--- src/rtl/clk_div_pkg.sv ---
// Shared state encoding and default sizing for the programmable clock divider.
package clk_div_pkg;

    localparam int unsigned CntWDefault    = 23;
    localparam int unsigned DefHalfDefault = 5_000_000;

    typedef enum logic [1:0] {
        StStop,
        StRunLo,
        StRunHi
    } state_e;

endpackage

--- src/rtl/clk_div_cfg_shadow.sv ---
// Shadow register for the divider half-period: valid/ready capture, zero clamp, and a
// pending flag that the state machine clears when it takes the new value.
module clk_div_cfg_shadow
    import clk_div_pkg::*;
#(
    parameter int unsigned CNT_W    = CntWDefault,
    parameter int unsigned DEF_HALF = DefHalfDefault
) (
    input  logic             clk_100MHz,
    input  logic             reset,
    input  logic             cfg_valid,
    input  logic [CNT_W-1:0] cfg_half,
    input  logic             apply,
    output logic             cfg_ready,
    output logic             pending,
    output logic [CNT_W-1:0] shadow_half
);

    logic [CNT_W-1:0] shadow_q, shadow_d;
    logic             pending_q, pending_d;
    logic             accept;

    // Only one update can be outstanding; offers while pending are dropped.
    assign accept = cfg_valid && !pending_q;

    always_comb begin
        shadow_d  = shadow_q;
        pending_d = pending_q;
        if (accept) begin
            shadow_d  = (cfg_half == '0) ? CNT_W'(1) : cfg_half;
            pending_d = 1'b1;
        end else if (apply) begin
            pending_d = 1'b0;
        end
    end

    always_ff @(posedge clk_100MHz or posedge reset) begin
        if (reset) begin
            shadow_q  <= CNT_W'(DEF_HALF);
            pending_q <= 1'b0;
        end else begin
            shadow_q  <= shadow_d;
            pending_q <= pending_d;
        end
    end

    assign cfg_ready   = !pending_q;
    assign pending     = pending_q;
    assign shadow_half = shadow_q;

endmodule

--- src/rtl/clk_div_prog.sv ---
// Programmable 50 % duty clock divider with glitch-free half-period updates.
// Define CLK_DIV_TICK_EN to add a one-cycle tick output on each rising edge of clk_out.
module clk_div_prog
    import clk_div_pkg::*;
#(
    parameter int unsigned CNT_W    = CntWDefault,
    parameter int unsigned DEF_HALF = DefHalfDefault
) (
    input  logic             clk_100MHz,
    input  logic             reset,
    input  logic             en,
    input  logic             cfg_valid,
    input  logic [CNT_W-1:0] cfg_half,
    output logic             cfg_ready,
    output logic             clk_out,
    output logic             pending
`ifdef CLK_DIV_TICK_EN
    ,
    output logic             tick
`endif
);

    state_e           state_q, state_d;
    logic [CNT_W-1:0] cnt_q, cnt_d;
    logic [CNT_W-1:0] half_q, half_d;
    logic [CNT_W-1:0] shadow_half;
    logic             clk_out_q;
    logic             apply;
    logic             terminal;

    clk_div_cfg_shadow #(
        .CNT_W   (CNT_W),
        .DEF_HALF(DEF_HALF)
    ) u_cfg_shadow (
        .clk_100MHz (clk_100MHz),
        .reset      (reset),
        .cfg_valid  (cfg_valid),
        .cfg_half   (cfg_half),
        .apply      (apply),
        .cfg_ready  (cfg_ready),
        .pending    (pending),
        .shadow_half(shadow_half)
    );

    // half_q is never zero, so the subtraction cannot wrap.
    assign terminal = (cnt_q == half_q - CNT_W'(1));

    always_comb begin
        state_d = state_q;
        cnt_d   = cnt_q;
        half_d  = half_q;
        apply   = 1'b0;
        unique case (state_q)
            StStop: begin
                cnt_d = '0;
                apply = pending;
                if (en) state_d = StRunLo;
            end
            StRunLo: begin
                if (terminal) begin
                    cnt_d   = '0;
                    state_d = StRunHi;
                end else begin
                    cnt_d = cnt_q + CNT_W'(1);
                end
            end
            StRunHi: begin
                if (terminal) begin
                    cnt_d   = '0;
                    state_d = StRunLo;
                    apply   = pending;
                end else begin
                    cnt_d = cnt_q + CNT_W'(1);
                end
            end
            default: begin
                cnt_d   = '0;
                state_d = StStop;
            end
        endcase
        // Dropping en parks the output low at once; STOP applies any pending update later.
        if (!en && state_q != StStop) begin
            state_d = StStop;
            cnt_d   = '0;
            apply   = 1'b0;
        end
        if (apply) half_d = shadow_half;
    end

    always_ff @(posedge clk_100MHz or posedge reset) begin
        if (reset) begin
            state_q   <= StStop;
            cnt_q     <= '0;
            half_q    <= CNT_W'(DEF_HALF);
            clk_out_q <= 1'b0;
        end else begin
            state_q   <= state_d;
            cnt_q     <= cnt_d;
            half_q    <= half_d;
            clk_out_q <= (state_d == StRunHi);
        end
    end

    assign clk_out = clk_out_q;

`ifdef CLK_DIV_TICK_EN
    logic tick_q;

    always_ff @(posedge clk_100MHz or posedge reset) begin
        if (reset) begin
            tick_q <= 1'b0;
        end else begin
            tick_q <= (state_q == StRunLo) && (state_d == StRunHi);
        end
    end

    assign tick = tick_q;
`endif

endmodule

--- config.mk ---
export PLATFORM = sky130hd
export DESIGN_NAME = clk_div_prog
export DESIGN_NICKNAME = d
export VERILOG_FILES = /design/src/rtl/clk_div_pkg.sv /design/src/rtl/clk_div_cfg_shadow.sv /design/src/rtl/clk_div_prog.sv
export SDC_FILE = /design/constraint.sdc
export NUM_CORES = 1
export LEC_CHECK = 0
export ABC_CLOCK_PERIOD_IN_PS = 3900
export CORE_UTILIZATION = 40
export DETAILED_ROUTE_END_ITERATION = 10
export PLACE_DENSITY_LB_ADDON = 0.05
export REMOVE_ABC_BUFFERS = 1
export SYNTH_ARGS = -nofsm -noshare
export SYNTH_HDL_FRONTEND = slang
export SYNTH_SLANG_ARGS = --single-unit
--- constraint.sdc ---
create_clock -name clk_100MHz -period 3.9 [get_ports clk_100MHz]
set_clock_uncertainty 0.15 [all_clocks]
set_input_delay 0.78 -clock clk_100MHz [delete_from_list [all_inputs] [get_ports clk_100MHz]]
set_output_delay 0.78 -clock clk_100MHz [all_outputs]
set_load 0.05 [all_outputs]
== After elaboration in Yosys (flattened, before gate mapping) ==
Index checks and enable logic that the tools add are counted.

* Add/sub/neg operators: 2
* Equality and inequality tests: 4
* Muxes and demuxes: 14
* Reduce and logical (&&, ||, !) cells: 9

{| class="wikitable"
|+ Operator list
! operator !! count
|-
| two-way mux 23 bit || 4
|-
| adder 23 x 1 -> 23 bit (second input constant) || 1
|-
| == test 23 bit || 1
|-
| logical NOT 23 bit || 1
|-
| subtractor 23 x 1 -> 23 bit (second input constant) || 1
|-
| two-way mux 2 bit || 4
|-
| one-hot mux 2 bit (3 select lines) || 1
|-
| == test 2 bit (second input constant) || 2
|-
| two-way mux 1 bit || 4
|-
| nonzero test 2 bit || 2
|-
| == test 2 x 1 -> 1 bit (second input constant) || 1
|-
| logical AND 1 bit || 2
|-
| logical NOT 1 bit || 2
|-
| logical NOT 2 bit || 1
|-
| one-hot mux 1 bit (2 select lines) || 1
|-
| OR reduction 2 bit || 1
|}

* Register bits: 73
* Input port bits: 27
* Logic and storage cells: 35

== Logic depth before layout (Yosys ltp) ==
Gate-level depths: netlist (run 1).

* Depth after elaboration: 7
* Gate-level depth with buffers: 13
* Depth with buffers taken out: 10

== Modules after synthesis ==
Synthesis (run 1) repeated with hierarchy kept, for this count alone.

* Cells, all modules: 395
* Area total of the unflattened synthesis: 4361.7 um^2

{| class="wikitable"
|+ By module, submodules not included
! module !! times used !! cells an instance !! area each (um^2) !! seq. area each (um^2)
|-
| clk_div_prog || 1 || 332 || 3306.9 || 1236.2
|-
| clk_div_cfg_shadow || 1 || 63 || 1054.8 || 610.6
|}

== Least setup slack after synthesis (run 1) ==
No wires, ideal clock.

* Path type: register to register
* Start point: reg half_q[0]
* End point: reg half_q[0]
* Data arrival time: 3.181 ns
* Data required time: 3.625 ns
* Setup slack: 0.444 ns
* Cell stages (with the launch flop): 13
* Path buffers: 2
* Path through: dfrtp_1 inv_1 ha_1 clkbuf_1 or3b_2 nor4_4 xnor2_1 or4b_4 nor4b_4 a41o_2 nand2_4 buf_6 mux2_4

* Cells in the longest elaborated chain, start to end: 5

{| class="wikitable"
|+ RTL lines
! item !! RTL line !! source
|-
| start, declared || clk_div_prog.sv:25 || <nowiki>logic [CNT_W-1:0] half_q, half_d;</nowiki>
|-
| start signal, assigned || clk_div_prog.sv:94 || <nowiki>half_q <= CNT_W'(DEF_HALF);</nowiki>
|-
| start signal, assigned || clk_div_prog.sv:99 || <nowiki>half_q <= half_d;</nowiki>
|-
| subtractor 23 x 1 -> 23 bit || clk_div_prog.sv:46 || <nowiki>assign terminal = (cnt_q == half_q - CNT_W'(1));</nowiki>
|-
| == test 23 bit || clk_div_prog.sv:46 ||
|-
| two-way mux 1 bit || clk_div_prog.sv:68 || <nowiki>if (terminal) begin</nowiki>
|-
| one-hot mux 1 bit (2 select lines) || clk_div_prog.sv:53 || <nowiki>unique case (state_q)</nowiki>
|-
| two-way mux 1 bit || clk_div_prog.sv:82 || <nowiki>if (!en && state_q != StStop) begin</nowiki>
|}

No other way between the ends.
A chain may end at the register's enable or synchronous reset.

== Worst setup path in the final report (run 1) ==
* Start point: reg half_q[2]
* End point: reg half_q[20]

Same word-level chain as after synthesis.

==> results.toml, run 1 <==
[clocking]
clk_latency_ns = 0.35
numClockSinks = 73
cts_tree = "yes"
htree_levels = 3
clk_path_buf_depth = 2
clk_pin_slew_ns = 0.09
cts_made_buffers = 9
cts-root-buf = "clkbuf_8"
cts_hold_buf = 0

[cells_and_area]
seqCellArea_mm2 = 0.001847
n_fill_cell = 919
mostFrequentLayoutCells = "dfrtp_1, nor2_1, clkdlybuf4s50_1"
instances_no_fill = 559
antenna_cells = 0
syn_to_final_growth_pct = 16.61
multi_input_area_mm2 = 0.002238
final_common_cell = "dfrtp_1"
drive_gt1_share_pct = 22.77
utilization_pct = 49.06
nets = 454

[min_path]
min_path_type = "register to register"

[critical_path]
cp-startpoint = "half_q[2]"
crit_type = "register to register"
worst-path-max-fanout = 23
arrival_ns = 3.78
rr_worst_depth = 8
worstReg2RegEnd = "half_q[20]"
reg2reg_slack_ns = 0.21
end_kind = "register"
endpoint = "half_q[20]"
r2r-start = "half_q[2]"
worstPathRequired_ns = 3.99
cp-start-kind = "register"

[drt]
drtAntennaViolNets = 0
vias = 2937
first_iter_violations = 146
wirelength_mm = 8.934
firstDrtPassIters = 6
via_per_inst = 5.254
wire_per_inst_um = 15.98
drc_errors = 0

[timing]
fin_crit_sh_pct = 94.62
grt_setup_unrepaired = "no"
whs_ns = 0.3370
maxSlewViolCount = 0
slew_headroom_pct = 48.54
setup_viol = 0
fmax_mhz = 271.0
hold_viol_final = 0
period_minus_slack_ns = 3.690
worstMarginPinSlew_ns = 0.7707
fin_setup_tns_ns = 0

[synth]
synth_async_sr_flop_share_pct = 100.0
postSynthCellCount = 390
synth_edf_count = 0
yosysWarnings = 0
postSynthAreaPerCell_um2 = 10.74
synth_cell_type_count = 60
synthFlopType = "dfrtp_1"
seq_area_frac_synth_pct = 44.10
synth_seq_cells = 73
synthesis.area_mm2 = 0.004188

[placed_design]
dpl.cell_count = 543
dp_hpwl_mm = 6.573
place_congestion = 0.8581
io_buffers = 29

[global_route]
grt_pass1_wl_mm = 15.20
grt_pass1_vias = 2867
grt-ovfl-total = 0
grt_max_degree = 41
antenna_found_initial = 0
track_usage_pct = 17.92

[floorplanning]
initial_core_util_pct = 42.07
die_w_um = 104.3
num_rows = 36
core_area_mm2 = 0.009955
die_h_um = 104.3
pin_count = 30
die_area_mm2 = 0.01088

[power_and_ir_drop]
power_density_mw_per_mm2 = 714.0
irDropWorstVdd_mv = 0.4663
p_leak_nw = 2.060

[outcome]
status = "completed"

[run]
maxCapViolCount = 0
[power breakdown]
part	internal [mW]	switching, mW	leakage [nW]
Sequential	1.09	0.305	0.890
Clock	0.388	0.323	0.119
Combinational	0.738	0.642	1.05
[per-stage QoR]
stage	instance area (um^2)	power [mW]	worst slack [ns]
detailed placement	4634	2.787	0.2374
global placement	4634	2.762	0.2733
floorplan	4110	2.409	0.4915
global route	4883	3.738	0.01452
finish	4883	3.487	0.2100
CTS	4870	3.514	0.2285
[synthesized netlist by cell type (4+ instances only)]
master,number,area (um^2)
a21oi_1,7,35.03
a31oi_1,6,37.54
and3_1,13,81.33
clkbuf_1,12,45.04
dfrtp_1,57,1426
dfstp_2,16,420.4
ha_1,6,75.07
inv_1,11,41.29
mux2_2,23,259.0
mux2_4,20,300.3
nand2_1,17,63.81
nand2b_1,6,37.54
nand3_1,10,50.05
nand4_1,4,25.02
nor2_1,43,161.4
nor2b_1,5,31.28
nor3_1,12,60.06
nor4_1,10,62.56
o21ai_0,6,30.03
xnor2_1,21,183.9
xor2_1,27,236.5
[how the worst min path moves through the flow]
stage / startpoint / to / slack, ns / depth (start not counted)
floorplan: u_cfg_shadow.shadow_half[20] / half_q[20] / 0.30 / 1
global placement: u_cfg_shadow.shadow_half[21] / half_q[21] / 0.31 / 1
detailed placement: u_cfg_shadow.shadow_half[21] / half_q[21] / 0.32 / 1
CTS: u_cfg_shadow.shadow_half[21] / half_q[21] / 0.35 / 1
global route: u_cfg_shadow.shadow_half[20] / half_q[20] / 0.37 / 1
finish: u_cfg_shadow.shadow_half[21] / half_q[21] / 0.34 / 1
[layer usage]
layer / vias up / GRT usage (%) / wire, um
met1: 1427 / 25.67 / 4674
met4: 0 / 5.918 / 135
li1: 1455 / - / -
met2: 43 / 27.06 / 3878
met3: 12 / 3.321 / 245
met5: - / 0 / 0
[state kept, by name, indices dropped and copies added, names as in the netlist]
register,cells
cnt_q,23
state_q,2
half_q,23
u_cfg_shadow.shadow_half,23
clk_out,1
u_cfg_shadow.pending,1
[what timing repair did]
action | in CTS | in global routing
endpoints found under the setup margin | 0 | 18
resized for setup | 0 | 3
setup buffers | 0 | 0
[cell families (layout without fill, tap and decap cells)]
group                      count (synthesis)  in the layout  share of synthesized area (%)
xor gates and xnor gates                  48             48                          10.04
DFF                                       73             73                          44.10
and+or+nand+nor                          144            144                          19.27
AOI/OAI and AO/OA                         45             45                          7.559
muxes                                     47             47                          14.40
adders and majority gates                  6              6                          1.793
buffers and inverters                     27             63                          2.838
[area by class of cell]
type / instances / share of cell area [%]
well taps: 133 / 3.408
flip-flops and latches: 73 / 37.82
clock inverters: 6 / 1.998
repair buffers: 36 / 7.276
multi-input cells: 290 / 45.84
inverters: 11 / 0.8455
clock buffers: 10 / 2.818
[critical path, stage by stage (launching register included)]
cell and delay [ns]:
dfrtp_1 0.46, or4_1 0.77, nor4_4 0.30, xnor2_1 0.11, or4b_4 0.53, nor4b_4 0.33
a41o_2 0.29, nand2_4 0.25, mux2_1 0.40
(Power assumes the default switching activity.)
==> run 2, diff against run 1 <==
- CELL_PAD_IN_SITES_DETAIL_PLACEMENT: unset -> 1
- CELL_PAD_IN_SITES_GLOBAL_PLACEMENT: unset -> 1
- SYNTH_HIERARCHICAL: unset -> 1
==> results.toml, run 2 <==
[placed_design]
dp_hpwl_mm = 7.541
pre_cts_slack_ns = 0.3991
place_congestion = 0.8500
io_buffers = 29

[critical_path]
cpMaxStageDelayCell = "or4_1"
rr_worst_depth = 9
worstPathRequired_ns = 4.00
end_kind = "register"
crit_chain = "or4_1, nor4_4, o2111ai_1, a21boi_1, nand4_1, nor4_4, o21ai_2, buf_4, mux2_1"
crit_type = "register to register"
worstReg2RegEnd = "half_q[21]"
reg2reg_slack_ns = 0.41
worst-path-max-fanout = 24
cpPeakStageDelay_ns = 0.79
arrival_ns = 3.59
critPathBufInv = 1
cp-start-kind = "register"
crit_family = "simple AND/OR/NAND/NOR gates"
cp_common_cell = "nor4_4"
r2r-start = "half_q[2]"

[synth]
postSynthAreaPerCell_um2 = 11.04
yosysWarnings = 6
postSynthCellCount = 395
synth_xor_xnor_area_share_pct = 9.237
synth_top_area_share_pct = 32.70
synth_simple_gate_area_share_pct = 19.42
synthTopCellsByArea = "dfrtp_1, mux2_4, dfstp_2"
synth_top_family_by_area = "simple AND/OR/NAND/NOR gates"
synthAdderAreaFrac_pct = 1.721
synth_cell_type_count = 64
synth_async_sr_flop_share_pct = 100.0
yosysMostFrequentCell = "dfrtp_1"
synth_commonest_cells = "dfrtp_1, nor2_1, mux2_4, xnor2_1, xor2_1"
synth_compound_area_share_pct = 7.803
synth_edf_count = 0
synthesis.area_mm2 = 0.004362
synth_seq_cells = 73
synthFlopType = "dfrtp_1"
yosysTopAreaCell = "dfrtp_1"
seq_area_frac_synth_pct = 42.34
synth.area.mux_share_pct = 15.40

[min_path]
hp-start = "u_cfg_shadow/shadow_half[21]"
min_path_cells = 1
min_path_type = "register to register"
holdPathEnd = "half_q[21]"

[timing]
period_minus_slack_ns = 3.491
slew_headroom_pct = 31.72
hold_viol_final = 0
maxSlewViolCount = 0
worstMarginPinSlew_ns = 1.023
fin_setup_tns_ns = 0
grt_setup_unrepaired = "no"
fmax_mhz = 286.4
fin_crit_sh_pct = 89.52
setup_viol = 0
setup_ws_ns = 0.4089

[run]
maxCapViolCount = 0

[cells_and_area]
antenna_cells = 0
mostFrequentLayoutCells = "dfrtp_1, nor2_1, mux2_4"
drive_gt1_share_pct = 23.20
syn_to_final_growth_pct = 13.63
nets = 459
final_common_cell = "dfrtp_1"

[clocking]
clk_path_buf_depth = 2
clk_pin_slew_ns = 0.08
cts_hold_buf = 0
htree_levels = 3
clk_latency_ns = 0.36
cts_made_buffers = 9
numClockSinks = 73
cts-root-buf = "clkbuf_8"
cts_tree = "yes"
post_cts_resized = 0
post_cts_buffers = 0

[global_route]
antenna_found_initial = 0
grt_pass1_vias = 3172
grt_pass1_wl_mm = 16.72
grt-ovfl-total = 0
grt_max_degree = 50
track_usage_pct = 19.37

[drt]
drc_errors = 0
vias = 3001
first_iter_violations = 99
wire_per_inst_um = 17.37
wirelength_mm = 9.851
via_per_inst = 5.293
firstDrtPassIters = 4
drtAntennaViolNets = 0

[power_and_ir_drop]
irDropWorstVdd_mv = 0.3353
p_leak_nw = 2.036
power_density_mw_per_mm2 = 716.3
finalPower_mw = 3.550

[floorplanning]
die_w_um = 106.4
pin_count = 30
core_area_mm2 = 0.01046
die_area_mm2 = 0.01133
die_h_um = 106.4
initial_core_util_pct = 41.69
num_rows = 37

[outcome]
status = "completed"
==> run 2: cell types whose count changed after synthesis, moves of 4 or more <==
cell,change
and3_1,-7
buf_2,+4
clkbuf_1,-7
mux2_2,-18
mux2_4,+16
nand2_1,+4
nand4_1,+4
nor3_1,-5
o31ai_1,+4
xor2_1,-5
==> run 2: area by class of cell <==
cell class | instances | area, um^2
fill | 1179 | 5507
clock inverter | 6 | 65.06
sequential | 73 | 1847
multi-input combinational | 292 | 2337
timing repair buffer | 37 | 350.3
clock buffer | 10 | 137.6
tap | 136 | 170.2
inverter | 13 | 48.80
==> run 2: kinds of logic after synthesis <==
kind of cell               count (synthesis)
and+or+nand+nor                          147
DFF                                       73
muxes                                     48
xor gates and xnor gates                  46
AOI/OAI and AO/OA                         45
buffers and inverters                     30
adders and majority gates                  6
==> run 2: how the worst max path moves through the flow <==
stage	to	cells past startpoint	slack [ns]	start
final	half_q[21]	9	0.41	half_q[2]
after global routing	cnt_q[3]	10	0.19	half_q[2]
after CTS	half_q[21]	9	0.38	half_q[2]
after detailed placement	half_q[21]	9	0.40	half_q[2]
after global placement	half_q[21]	9	0.47	half_q[2]
after floorplan	half_q[20]	8	0.25	half_q[2]
==> run 2: metrics by stage <==
stage / cells / hold slack (ns) / area (um^2) / utilization [%]
after floorplan: 378 / 0.3041 / 4233 / -
after global placement: 551 / 0.3315 / 4753 / 45.43
after detailed placement: 551 / 0.3494 / 4753 / 45.43
after CTS: 567 / 0.3686 / 4956 / 47.37
after global routing: 567 / 0.3788 / 4956 / 47.37
final: 567 / 0.3593 / 4956 / 47.37
==> run 2: report_power, final <==
| part | total, mW | internal [mW] | leakage [nW] | switching [mW] |
|---|---|---|---|---|
| logic | 1.49 | 0.804 | 1.04 | 0.691 |
| clock network | 0.621 | 0.315 | 0.103 | 0.306 |
| registers | 1.43 | 1.09 | 0.892 | 0.341 |
| total | 3.55 | 2.21 | 2.04 | 1.34 |
==> run 2: per-layer routing <==
layer	part of all wire (%)	wire length [um]	track usage, %
met1	51	5031	26.84
met2	44	4376	29.92
met3	2.6	256	3.188
met4	1.9	185	8.219
met5	0	0	0
